$ cat src/rtl/piece_offset_ctrl_pkg.sv
// Shared constants and types for the piece offset controller.
// Colour values match those used by the display path.
package piece_offset_ctrl_pkg;

  localparam int PIECE_STEP  = 32;
  localparam int PIECE_X_MIN = -96;
  localparam int PIECE_X_MAX = 160;
  localparam int PIECE_Y_MIN = -256;
  localparam int PIECE_Y_MAX = 0;

  localparam logic [2:0] COLOR_RED  = 3'b100;
  localparam logic [2:0] COLOR_BLUE = 3'b001;

  typedef enum logic [1:0] {
    DIR_LEFT  = 2'd0,
    DIR_RIGHT = 2'd1,
    DIR_UP    = 2'd2,
    DIR_DOWN  = 2'd3
  } dir_e;

endpackage

$ cat src/rtl/piece_offset_ctrl_button_conditioner.sv
// One push-button: 2-FF synchroniser, stability debounce,
// debounced level and one-cycle press pulse on its rising edge.
module piece_offset_ctrl_button_conditioner #(
  parameter int DEBOUNCE_CYCLES = 250000
) (
  input  logic Clock,
  input  logic Reset,
  input  logic iBtn,
  output logic oLevel,
  output logic oPress
);

  localparam int CW = $clog2(DEBOUNCE_CYCLES + 1);
  localparam logic [CW-1:0] CNT_LAST = CW'(DEBOUNCE_CYCLES - 1);

  logic          meta;
  logic          sync;
  logic [CW-1:0] cnt;

  always_ff @(posedge Clock) begin
    if (Reset) begin
      meta   <= 1'b0;
      sync   <= 1'b0;
      cnt    <= '0;
      oLevel <= 1'b0;
      oPress <= 1'b0;
    end else begin
      meta   <= iBtn;
      sync   <= meta;
      oPress <= 1'b0;
      if (sync == oLevel) begin
        cnt <= '0;
      end else if (cnt == CNT_LAST) begin
        cnt    <= '0;
        oLevel <= sync;
        oPress <= sync;
      end else begin
        cnt <= cnt + 1'b1;
      end
    end
  end

endmodule

$ cat src/rtl/piece_offset_ctrl.sv
// Button-driven piece offset/colour, updated only on iFrameTick.
// Define PIECE_AUTOREPEAT_EN to build per-direction auto-repeat.
module piece_offset_ctrl
  import piece_offset_ctrl_pkg::*;
#(
  parameter int         STEP            = PIECE_STEP,
  parameter int         X_MIN           = PIECE_X_MIN,
  parameter int         X_MAX           = PIECE_X_MAX,
  parameter int         Y_MIN           = PIECE_Y_MIN,
  parameter int         Y_MAX           = PIECE_Y_MAX,
  parameter int         DEBOUNCE_CYCLES = 250000,
  parameter int         REPEAT_FRAMES   = 12,
  parameter int         FLASH_FRAMES    = 8,
  parameter logic [2:0] COLOR_NORMAL    = COLOR_RED,
  parameter logic [2:0] COLOR_BLOCKED   = COLOR_BLUE
) (
  input  logic       Clock,
  input  logic       Reset,
  input  logic       iBtnLeft,
  input  logic       iBtnRight,
  input  logic       iBtnUp,
  input  logic       iBtnDown,
  input  logic       iFrameTick,
  output logic [9:0] oXOffset,
  output logic [9:0] oYOffset,
  output logic [2:0] oColor
);

  localparam int FW = $clog2(FLASH_FRAMES + 1);
  localparam logic signed [10:0] STEP_S = 11'(STEP);
  localparam logic signed [10:0] X_LO   = 11'(X_MIN);
  localparam logic signed [10:0] X_HI   = 11'(X_MAX);
  localparam logic signed [10:0] Y_LO   = 11'(Y_MIN);
  localparam logic signed [10:0] Y_HI   = 11'(Y_MAX);

  logic [3:0]    btn;
  logic [3:0]    lvl;
  logic [3:0]    press;
  logic [3:0]    rep_set;
  logic [3:0]    pend;
  logic [3:0]    pend_n;
  logic [FW-1:0] flash;

  logic signed [10:0] x_ext, x_cand;
  logic signed [10:0] y_ext, y_cand;
  logic x_mv, x_ok, y_mv, y_ok, blk;

  assign btn = {iBtnDown, iBtnUp, iBtnRight, iBtnLeft};

  for (genvar g = 0; g < 4; g++) begin : g_btn
    piece_offset_ctrl_button_conditioner #(
      .DEBOUNCE_CYCLES(DEBOUNCE_CYCLES)
    ) u_cond (
      .Clock (Clock),
      .Reset (Reset),
      .iBtn  (btn[g]),
      .oLevel(lvl[g]),
      .oPress(press[g])
    );
  end

`ifdef PIECE_AUTOREPEAT_EN
  localparam int RW = $clog2(REPEAT_FRAMES + 1);
  localparam logic [RW-1:0] REP_LAST = RW'(REPEAT_FRAMES - 1);

  logic [RW-1:0] rep_cnt [4];

  for (genvar g = 0; g < 4; g++) begin : g_rep
    assign rep_set[g] = lvl[g] & iFrameTick
                      & (rep_cnt[g] == REP_LAST);

    always_ff @(posedge Clock) begin
      if (Reset || !lvl[g]) begin
        rep_cnt[g] <= '0;
      end else if (iFrameTick) begin
        if (rep_cnt[g] == REP_LAST) rep_cnt[g] <= '0;
        else rep_cnt[g] <= rep_cnt[g] + 1'b1;
      end
    end
  end
`else
  assign rep_set = '0;
`endif

  // A new request in the tick cycle survives; the tick consumes the old flags.
  always_comb begin
    pend_n = ((press & lvl) | rep_set)
           | (iFrameTick ? 4'b0000 : pend);
  end

  always_comb begin
    x_ext  = {oXOffset[9], oXOffset};
    y_ext  = {oYOffset[9], oYOffset};
    x_mv   = pend[DIR_LEFT] ^ pend[DIR_RIGHT];
    y_mv   = pend[DIR_UP] ^ pend[DIR_DOWN];
    x_cand = pend[DIR_LEFT] ? x_ext - STEP_S : x_ext + STEP_S;
    y_cand = pend[DIR_UP] ? y_ext - STEP_S : y_ext + STEP_S;
    x_ok   = (x_cand >= X_LO) && (x_cand <= X_HI);
    y_ok   = (y_cand >= Y_LO) && (y_cand <= Y_HI);
    blk    = (x_mv & ~x_ok) | (y_mv & ~y_ok);
  end

  always_ff @(posedge Clock) begin
    if (Reset) begin
      pend     <= '0;
      oXOffset <= '0;
      oYOffset <= '0;
      flash    <= '0;
    end else begin
      pend <= pend_n;
      if (iFrameTick) begin
        if (x_mv && x_ok) oXOffset <= x_cand[9:0];
        if (y_mv && y_ok) oYOffset <= y_cand[9:0];
        if (blk) flash <= FW'(FLASH_FRAMES);
        else if (flash != '0) flash <= flash - 1'b1;
      end
    end
  end

  assign oColor = (flash != '0) ? COLOR_BLOCKED : COLOR_NORMAL;

endmodule

$ cat config.mk
export PLATFORM = sky130hd
export DESIGN_NAME = piece_offset_ctrl
export DESIGN_NICKNAME = d
export VERILOG_FILES = /design/src/rtl/piece_offset_ctrl_pkg.sv /design/src/rtl/piece_offset_ctrl_button_conditioner.sv /design/src/rtl/piece_offset_ctrl.sv
export SDC_FILE = /design/constraint.sdc
export NUM_CORES = 1
export LEC_CHECK = 0
export BUFFER_PORTS_ARGS = -buffer_cell sky130_fd_sc_hd__buf_2
export CORE_MARGIN = 2
export CORE_UTILIZATION = 35
export DETAILED_ROUTE_END_ITERATION = 6
export GPL_TIMING_DRIVEN = 0
export SYNTH_ARGS = -nofsm -noshare
export SYNTH_HDL_FRONTEND = slang
export SYNTH_SLANG_ARGS = --single-unit
$ cat constraint.sdc
create_clock -name Clock -period 3.8 [get_ports Clock]
set_input_delay 0.76 -clock Clock [delete_from_list [all_inputs] [get_ports Clock]]
set_output_delay 0.76 -clock Clock [all_outputs]
set_load 0.02 [all_outputs]
==> results.sh <==
export IMPL_via_count_of_the_first_global_routing_pass=3590
export IMPL_hold_class="flip-flop to flip-flop"
export IMPL_criticalPathCategory="flip-flop to flip-flop"
export IMPL_routed_via_count=3766
export IMPL_ctsHoldBuffers=0
export IMPL_worstSetupStartpoint="pend[0]"
export IMPL_postLayoutCellArea_sq_um=5600
export IMPL_rsz0062_at_grt="false"
export IMPL_ys_types=50
export IMPL_detailedPlacementHpwl_um=6560
export IMPL_crit_required_ps=4020
export IMPL_root_buffer="clkbuf_16"
export IMPL_initial_utilization=0.356
export IMPL_drc=0
export IMPL_detail_route_vias_per_cell=4.87
export IMPL_max_transition_margin=0.638
export IMPL_netlist_top_cells_area="dfxtp_1 43%, nor2_1 8.2%, xor2_1 7.3%"
export IMPL_endpoint_kind="flip-flop"
export IMPL_timing_hold_worst_start="g_btn[1].u_cond.meta"
export IMPL_report_final_hold_viol_count=0
export IMPL_cts_tree="built"
export IMPL_timing_clock_skew_ps=4.10
export IMPL_status="completed"
export IMPL_placementRows=43
export IMPL_pin_count_of_the_biggest_net_entering_global_routing=17
export IMPL_multi_input_gate_area_in_the_final_layout_sq_um=2650
export IMPL_cts_sinks=106
export IMPL_number_of_nets_in_the_finished_design=615
export IMPL_vdd_drop_max_v=0.000290
export IMPL_post_synth_top_area_fraction=0.432
export IMPL_synth_edf_count=0
export IMPL_globalRouteTotalUtil=0.130
export IMPL_synth_ff_type="dfxtp_1"
export IMPL_placeableCoreArea_sq_um=13800
export IMPL_share_of_layout_cells_above_drive_strength_1=0.0909
export IMPL_fmax_ghz=0.366
export IMPL_syn_instance_count=551
export IMPL_crit_path_cell_trace="ha_1 -> a21oi_1 -> nor4b_1 -> o221ai_1 -> a211oi_2 -> mux2i_1 -> nor2_1"
export IMPL_post_route_util=0.407
export IMPL_design_die_area_sq_um=15000
export IMPL_path_max_fanout=7
export IMPL_buffer_depth_of_the_longest_clock_path=2
export IMPL_timing_worst_slew_pin_value_ps=543
export IMPL_final_antenna_net_count=0
export IMPL_grt_antenna_before_repair=0
export IMPL_cts_repair_resizes=0
export IMPL_post_cts_setup_bufs=0
export IMPL_setup_viol=0
export IMPL_fin_tns_setup_ps=0
export IMPL_critical_path_startpoint_type="flip-flop"
export IMPL_worstPathArrival_ps=2950
export IMPL_synth_seq_area_share=0.432
export IMPL_io_pins=30
export IMPL_nFillCells=1408
export IMPL_globalplace_congestion=0.819
export IMPL_ys_async_sr_fraction=0
export IMPL_timing_final_crit_share=0.719
export IMPL_postSynthAreaPerCell_sq_um=8.91
export IMPL_cellPowerDensity_nw_per_um2=422
export IMPL_synth_cell_area_sq_um=4910
export IMPL_io_buffer_count=18
export IMPL_worst_r2r_startpoint="pend[0]"
export IMPL_grt_first_pass_wirelength_um=15900
export IMPL_flip_flop_and_latch_count_after_synthesis=106
export IMPL_h_tree_depth=3
export IMPL_placed_cell_area_sq_um=5260
export IMPL_global_route_overflow_total=0
export IMPL_regArea_sq_um=2120
export IMPL_min_period_ps=2730
export IMPL_final_max_slew_viol_count=0
export IMPL_yosysMostFrequentCell="nor2_1"
export IMPL_floorplan_die_height_um=122
export IMPL_dieWidth_um=122
export IMPL_area_growth_synth_to_final_pct=14.2
export IMPL_drt_pass1_iterations=4
export IMPL_clkTransAtPathRegs_ps=60
export IMPL_drt_wl_total_um=9050
export IMPL_ys_top_cells_by_count="107 x nor2_1, 106 x dfxtp_1, 41 x xor2_1"
export IMPL_drt_iter0_drc=74
export IMPL_ys_warn_count=0
export IMPL_max_cap_violations=0
export IMPL_clk_latency_ps=340
export IMPL_leakage_nw=2.09
export IMPL_avgRoutedWirePerCell_um=11.7
export IMPL_crit_path_top_delay_cell="a211oi_2"
export IMPL_num_antenna_cells=0
export IMPL_synth_top_area_cell="dfxtp_1"
export IMPL_num_cts_buffers=9
export IMPL_critPathMaxStageDelay_ps=540
==> final cells by class <==
class                           count  share of cell area
Multi-Input combinational cell    420               0.473
Clock inverter                      5              0.0183
Inverter                           13             0.00871
Tap cell                          180              0.0402
Clock buffer                       10              0.0427
Buffer                             22              0.0221
Timing Repair Buffer               18              0.0161
Sequential cell                   106               0.379
==> cells by family (layout without fill, tap and decap cells) <==
logic type	count (synthesis)	after routing	share of synthesized area
DFF	106	106	0.432
buffers and inverters	35	68	0.0352
other	1	11	0.000764
and+or+nand+nor	267	267	0.270
AOI/OAI and AO/OA	41	41	0.0627
muxes	9	9	0.0184
adders and majority gates	18	18	0.0490
xor gates and xnor gates	74	74	0.132
==> per-stage QoR <==
step	worst slack (ps)	hold slack (ps)	total power, mW	cells
detailed placement	1090	423	1.34	759
CTS	1080	439	2.39	774
finish	1070	437	2.36	774
global placement	1120	425	1.34	759
floorplan	1300	414	1.30	561
global route	858	462	2.47	774
==> report_power, final <==
| group | internal (mW) | total [mW] | switching (mW) | leakage [nW] |
|---|---|---|---|---|
| Clock | 0.657 | 1.05 | 0.390 | 0.165 |
| Combinational | 0.0659 | 0.174 | 0.108 | 1.07 |
| Sequential | 1.13 | 1.14 | 0.0141 | 0.856 |
| Total | 1.85 | 2.36 | 0.512 | 2.09 |
==> metal layers <==
| metal | up-vias | GRT usage | part of all wire |
|---|---|---|---|
| met5 | - | 0 | 0 |
| met4 | 0 | 0.0618 | 0.018 |
| met2 | 43 | 0.218 | 0.48 |
| met3 | 13 | 0.0218 | 0.025 |
| met1 | 1759 | 0.162 | 0.48 |
| li1 | 1951 | - | - |
==> flip-flops by register name (all words and copies together) (netlist names) <==
name / flops
oXOffset: 5
g_btn.u_cond.cnt: 72
flash: 4
g_btn.u_cond.sync: 4
g_btn.u_cond.oPress: 4
oYOffset: 5
g_btn.u_cond.oLevel: 4
pend: 4
g_btn.u_cond.meta: 4
==> final timing paths <==
kind / slack [ps] / endpoint / depth (start not counted)
hold reg to reg: 440 / g_btn[1].u_cond.sync / 1
setup reg to reg: 1070 / oXOffset[9] / 7
setup / recovery: 1070 / oXOffset[9] / 7
hold / removal: 440 / g_btn[1].u_cond.sync / 1
==> critical path, delay by kind of cell, from the launching register on <==
family | cells | cell delay (ps)
adder cells (fa/ha/maj) | 1 | 360
AND/OR/NAND/NOR | 2 | 440
flip-flops | 1 | 510
multiplexers | 1 | 250
AO/OA/AOI/OAI | 3 | 1050
==> cell usage in the layout (no fill, tap or decap), types with 12 or more instances in the layout <==
master	count
nand2_1	33
nand4_1	16
and3_1	17
xor2_1	41
ha_1	16
a21oi_1	14
nor2_1	107
nand3_1	37
xnor2_1	33
inv_1	12
dfxtp_1	106
buf_2	18
nor3_1	13
(Power assumes the default switching activity.)
